[config.mk]
export PLATFORM = sky130hd
export DESIGN_NAME = ir_sample_sequencer
export DESIGN_NICKNAME = d
export VERILOG_FILES = /design/src/rtl/ir_seq_pkg.sv /design/src/rtl/ir_round_timer.sv /design/src/rtl/ir_sample_sequencer.sv
export SDC_FILE = /design/constraint.sdc
export NUM_CORES = 1
export LEC_CHECK = 0
export ABC_AREA = 1
export BUFFER_PORTS_ARGS = -buffer_cell sky130_fd_sc_hd__buf_4
export CAP_MARGIN = 25
export CORE_MARGIN = 2
export CORE_UTILIZATION = 48
export CTS_CLUSTER_SIZE = 8
export DETAILED_ROUTE_END_ITERATION = 7
export GPL_ROUTABILITY_DRIVEN = 1
export PLACE_DENSITY_LB_ADDON = 0.1
export SLEW_MARGIN = 20
export SYNTH_ARGS = -nofsm -noshare
export SYNTH_HDL_FRONTEND = slang
export SYNTH_SLANG_ARGS = --single-unit
[constraint.sdc]
create_clock -name clk -period 3.6 [get_ports clk]
set_clock_uncertainty 0.2 [all_clocks]
set_input_delay 0.36 -clock clk [delete_from_list [all_inputs] [get_ports clk]]
set_output_delay 0.36 -clock clk [all_outputs]
set_load 0.02 [all_outputs]
[src/rtl/ir_seq_pkg.sv]
// Shared types and constants for the IR sensor round sequencer.
// Optional macro IR_FILTER_EN (see ir_sample_sequencer) does not affect this package.
package ir_seq_pkg;

    typedef enum logic [2:0] {
        IDLE,
        SETTLE,
        CMD,
        CMD_WAIT,
        RD,
        RD_WAIT,
        DONE
    } ir_seq_state_t;

    localparam int TMR_W  = 18;
    localparam int NUM_CH = 8;
    localparam int RES_W  = 12;

    localparam logic [TMR_W-1:0] ROUND_CNT_FAST  = 18'h03fff;
    localparam logic [TMR_W-1:0] ROUND_CNT_FULL  = 18'h3ffff;
    localparam logic [TMR_W-1:0] SETTLE_CNT_FAST = 18'h007ff;
    localparam logic [TMR_W-1:0] SETTLE_CNT_FULL = 18'h00fff;

    // Channel map: ch0-3 are the left sensors L0-L3, ch4-7 the right sensors R0-R3.
    localparam logic [2:0] CH_L0 = 3'd0;
    localparam logic [2:0] CH_R3 = 3'd7;

    function automatic logic [15:0] a2d_cmd(input logic [2:0] ch);
        return {2'b00, ch, 11'h000};
    endfunction

endpackage

[src/rtl/ir_round_timer.sv]
// Free-running round/settle timer with synchronous clear, count enable and terminal-count compare.
// Independent of the IR_FILTER_EN build option.
module ir_round_timer
    import ir_seq_pkg::*;
(
    input  logic             clk,
    input  logic             rst,
    input  logic             clr,
    input  logic             en,
    input  logic [TMR_W-1:0] term,
    output logic             tc
);

    logic [TMR_W-1:0] cnt;

    always_ff @(posedge clk or posedge rst) begin
        if (rst) begin
            cnt <= '0;
        end else if (clr) begin
            cnt <= '0;
        end else if (en) begin
            cnt <= cnt + {{(TMR_W-1){1'b0}}, 1'b1};
        end
    end

    assign tc = (cnt == term);

endmodule

[src/rtl/ir_sample_sequencer.sv]
// Schedules emitter power-up, settle delay and two A2D SPI transactions per IR channel each round.
// Define IR_FILTER_EN to average each new sample with the previous one (first round after reset loads raw).
module ir_sample_sequencer
    import ir_seq_pkg::*;
#(
    parameter bit          FAST_SIM    = 1'b0,
    parameter logic [11:0] LINE_THRESH = 12'h040
) (
    input  logic        clk,
    input  logic        rst,
    input  logic        en,
    output logic        spi_wrt,
    output logic [15:0] spi_cmd,
    input  logic        spi_done,
    input  logic [15:0] spi_rd,
    output logic        IR_en,
    output logic        IR_vld,
    output logic        line_present,
    output logic [95:0] ir_data
);

    localparam logic [TMR_W-1:0] ROUND_CNT  = FAST_SIM ? ROUND_CNT_FAST  : ROUND_CNT_FULL;
    localparam logic [TMR_W-1:0] SETTLE_CNT = FAST_SIM ? SETTLE_CNT_FAST : SETTLE_CNT_FULL;

    ir_seq_state_t state, state_nxt;
    logic [2:0] ch;
    logic [TMR_W-1:0] term;
    logic tmr_clr, tmr_en, tmr_tc;
    logic [NUM_CH-1:0][RES_W-1:0] bank;
    logic [RES_W-1:0] cap_val;
    logic any_above;
    logic unused_rd;

    assign unused_rd = ^spi_rd[15:12];

    ir_round_timer u_timer (
        .clk  (clk),
        .rst  (rst),
        .clr  (tmr_clr),
        .en   (tmr_en),
        .term (term),
        .tc   (tmr_tc)
    );

    always_comb begin
        state_nxt = state;
        tmr_clr   = 1'b0;
        tmr_en    = 1'b0;
        term      = ROUND_CNT;
        case (state)
            IDLE: begin
                tmr_en = en;
                if (en && tmr_tc) begin
                    state_nxt = SETTLE;
                    tmr_clr   = 1'b1;
                end
            end
            SETTLE: begin
                term   = SETTLE_CNT;
                tmr_en = 1'b1;
                if (tmr_tc) begin
                    state_nxt = CMD;
                    tmr_clr   = 1'b1;
                end
            end
            CMD:      state_nxt = CMD_WAIT;
            CMD_WAIT: if (spi_done) state_nxt = RD;
            RD:       state_nxt = RD_WAIT;
            RD_WAIT:  if (spi_done) state_nxt = (ch == CH_R3) ? DONE : CMD;
            DONE: begin
                state_nxt = IDLE;
                tmr_clr   = 1'b1;
            end
            default:  state_nxt = IDLE;
        endcase
    end

    // Strobes are registered off the next state so they line up exactly with the CMD/RD/DONE cycles.
    always_ff @(posedge clk or posedge rst) begin
        if (rst) begin
            state        <= IDLE;
            ch           <= CH_L0;
            spi_wrt      <= 1'b0;
            spi_cmd      <= '0;
            IR_en        <= 1'b0;
            IR_vld       <= 1'b0;
            line_present <= 1'b0;
        end else begin
            state   <= state_nxt;
            spi_wrt <= (state_nxt == CMD) || (state_nxt == RD);
            IR_vld  <= (state_nxt == DONE);
            if (state == IDLE && state_nxt == SETTLE) begin
                IR_en <= 1'b1;
            end
            if (state == SETTLE && state_nxt == CMD) begin
                ch      <= CH_L0;
                spi_cmd <= a2d_cmd(CH_L0);
            end
            if (state == RD_WAIT && state_nxt == CMD) begin
                ch      <= ch + 3'd1;
                spi_cmd <= a2d_cmd(ch + 3'd1);
            end
            if (state == DONE) begin
                IR_en        <= 1'b0;
                line_present <= any_above;
            end
        end
    end

`ifdef IR_FILTER_EN
    logic first_rnd;
    logic [RES_W:0] sum;

    assign sum     = {1'b0, bank[ch]} + {1'b0, spi_rd[11:0]};
    assign cap_val = first_rnd ? spi_rd[11:0] : sum[RES_W:1];

    always_ff @(posedge clk or posedge rst) begin
        if (rst) begin
            first_rnd <= 1'b1;
        end else if (state == DONE) begin
            first_rnd <= 1'b0;
        end
    end
`else
    assign cap_val = spi_rd[11:0];
`endif

    always_ff @(posedge clk or posedge rst) begin
        if (rst) begin
            bank <= '0;
        end else if (state == RD_WAIT && spi_done) begin
            bank[ch] <= cap_val;
        end
    end

    always_comb begin
        any_above = 1'b0;
        for (int i = 0; i < NUM_CH; i++) begin
            if (bank[i] > LINE_THRESH) any_above = 1'b1;
        end
    end

    assign ir_data = bank;

endmodule

==> results.sh <==
export IMPL_power_frac_seq=0.404
export IMPL_antenna_found_initial=0
export IMPL_setup_viol=0
export IMPL_gp_congestion=0.8859
export IMPL_hold_slack_ns=0.07568
export IMPL_cts_resized=0
export IMPL_nFillCells=987
export IMPL_clkLatencyLatePin_ns=0.41
export IMPL_p_comb_frac=0.188
export IMPL_crit_type="register to register"
export IMPL_die_area_sq_mm=0.01233
export IMPL_final_cell_area_sq_mm=0.007054
export IMPL_die_y_microns=111.1
export IMPL_tightest_slew_ns=0.6789
export IMPL_cts_root_buffer="clkbuf_16"
export IMPL_endpoint_kind="register"
export IMPL_hold_path_class="input port to register"
export IMPL_routed_via_density=5.040
export IMPL_cp_startpoint="u_timer.cnt[0]"
export IMPL_crit_fanout=12
export IMPL_core_area_sq_mm=0.01132
export IMPL_cts_hold_buf=1
export IMPL_synth_most_common_cell="nand2_1"
export IMPL_slowest_stage="dfrtp_1"
export IMPL_grt_first_pass_wirelength_microns=22420
export IMPL_synth_flop_cell="dfrtp_1"
export IMPL_drt_iter0_markers=332
export IMPL_via_count=4460
export IMPL_p_int_mw=2.861
export IMPL_max_freq_mhz=424.9
export IMPL_syn2layout_area_growth_pct=28.22
export IMPL_period_needed_ns=2.353
export IMPL_r2r_start="u_timer.cnt[0]"
export IMPL_drive_gt1_frac=0.2466
export IMPL_start_util=0.4860
export IMPL_slew_violations=0
export IMPL_cts_made_buffers=17
export IMPL_finalHoldViolCount=0
export IMPL_yosys_top_cells_count="163 x nand2_1, 124 x dfrtp_1, 77 x o21ai_1"
export IMPL_crit_path_start_kind="register"
export IMPL_syn_area_sq_mm=0.005502
export IMPL_power_switching_mw=1.247
export IMPL_synth_edff_count=0
export IMPL_yosysWarnings=0
export IMPL_num_rows=39
export IMPL_worstPathCellList="ha_1 > inv_1 > nor2_2 > nand3_2 > nor2_4 > nand2_1 > inv_1 > nand2_1 > nand2_1 > inv_2 > and3_1"
export IMPL_p_sw_frac=0.3036
export IMPL_clockBufferDepth=2
export IMPL_synthTopCellsByArea="dfrtp_1 56%, nand2_1 11%, o21ai_1 7.0%"
export IMPL_grt_overflow=0
export IMPL_drcViolationCount=0
export IMPL_synth_cell_types=39
export IMPL_crit_path_frequent_cell="nand2_1"
export IMPL_yosysTopAreaCell="dfrtp_1"
export IMPL_grt_pass1_vias=4288
export IMPL_cts_sinks=124
export IMPL_power_mw=4.108
export IMPL_ir_worst_vdd_mv=0.4004
export IMPL_whs_path_depth=3
export IMPL_synth_cells=609
export IMPL_clkPwrFrac=0.408
export IMPL_synth_avg_cell_area_sq_um=9.034
export IMPL_grt_max_degree=54
export IMPL_grt_total_usage=0.2319
export IMPL_required_ns=3.70
export IMPL_leakagePower_nw=3.574
export IMPL_synth_seq_cells=124
export IMPL_cts_tree="done"
export IMPL_r2r_end="u_timer.cnt[14]"
export IMPL_cts_clk_slew_worst_paths_ns=0.05
export IMPL_crit_arrival_ns=2.45
export IMPL_setup_tns_ns=0
export IMPL_nNetsFinal=753
export IMPL_wirelength_microns=13510
export IMPL_slew_headroom=0.5474
export IMPL_wire_per_inst_microns=15.26
export IMPL_finalCritPeriodShare=0.6537
export IMPL_ys_seq_area_frac=0.5640
export IMPL_dp_hpwl_microns=9422
export IMPL_p_per_area_mw_per_mm2=582.4
export IMPL_rsz0062_at_grt="false"
export IMPL_dr_pass1_iters=8
export IMPL_synth_top_area_frac=0.5640
export IMPL_async_reset_ff_frac=1.000
export IMPL_num_antenna_cells=0
export IMPL_outcome="finished clean"
export IMPL_cts_htree_levels=4
export IMPL_io_pins=136
export IMPL_crit_path_max_incr_delay_ns=0.40
export IMPL_portBuffers=118
export IMPL_chipWidth_microns=111.1
export IMPL_post_dp_cell_area_sq_mm=0.006459
export IMPL_reg2reg_depth=11
export IMPL_r2r_slack_ns=1.25
export IMPL_endpoint="u_timer.cnt[14]"
export IMPL_drtAntennaViolNets=0
export IMPL_drv_cap=0
export IMPL_post_cts_buffers=0
## worst min-delay path by stage
stage / startpoint / to
4_1_cts: spi_done / spi_wrt
5_1_grt: spi_done / spi_wrt
3_3_place_gp: rst / spi_cmd[13]
2_1_floorplan: u_timer.cnt[0] / u_timer.cnt[0]
6_report: spi_done / spi_wrt
3_5_place_dp: rst / ir_data[46]
## layer usage
metal	share of wire	wire [microns]	vias up	global-route usage
met3	0.054	726	9	0.06233
met2	0.49	6636	124	0.3755
met1	0.45	6050	2119	0.3122
met5	0	0	-	0
met4	0.0071	96	0	0.06255
li1	-	-	2208	-
## worst max-delay path: cells and delay by family, from the launching register on
family | cells | cell delay (ns)
DFF | 1 | 0.40
adders and majority gates | 1 | 0.18
buffers and inverters | 3 | 0.28
and+or+nand+nor | 7 | 1.19
## flip-flops by register name (all words and copies together) (netlist names)
signal and cells:
u_timer.cnt 18, state 3, spi_wrt 1, IR_en 1
ir_data 96, spi_cmd 3, IR_vld 1, line_present 1
## power by group through the flow
stage                     Sequential (mW)  Combinational (mW)  Clock (mW)
after global routing                 1.68               0.868        1.78
after global placement               1.68               0.756           0
after detailed placement             1.68               0.772           0
final                                1.66               0.771        1.68
after CTS                            1.66               0.780        1.70
after floorplan                      1.75               0.445           0
## cell type report
class / instances / area, sq um / share of cell area
Sequential cell: 124 / 3103 / 0.4399
Clock buffer: 21 / 470.5 / 0.06669
Inverter: 46 / 181.4 / 0.02572
Tap cell: 143 / 178.9 / 0.02536
Clock inverter: 10 / 115.1 / 0.01632
Timing Repair Buffer: 121 / 935.9 / 0.1327
Multi-Input combinational cell: 420 / 2069 / 0.2934
## cell families after synthesis
family | share of synthesized area
adders and majority gates | 0.006824
other | 0.0006816
buffers and inverters | 0.06800
xor gates and xnor gates | 0.007960
AOI/OAI and AO/OA | 0.1028
DFF | 0.5640
and+or+nand+nor | 0.2497
## metrics by stage
step | util | std cells | setup WS (ns)
2_1_floorplan | - | 621 | 1.515
3_3_place_gp | 0.5705 | 853 | 1.259
3_5_place_dp | 0.5705 | 853 | 1.227
4_1_cts | 0.6231 | 885 | 1.229
5_1_grt | 0.6231 | 885 | 1.049
6_report | 0.6231 | 885 | 1.247
## cell usage in the layout, fill, tap and decap left out, types with 3 or more instances in the layout
cell type	instances
nand3_4	4
ha_1	3
clkbuf_8	3
nor2_2	3
nand3b_1	5
nor3_2	3
dfrtp_1	124
inv_1	39
clkinv_2	3
nor4_1	8
conb_1	13
nand3_1	23
nor2_1	62
clkbuf_16	17
nand4_1	6
o21ai_2	4
buf_4	118
inv_2	5
o21ai_0	19
xor2_1	4
nand2_1	163
o21ai_1	77
a21oi_1	3
clkinvlp_4	4
Power figures use the tool's default switching activity.
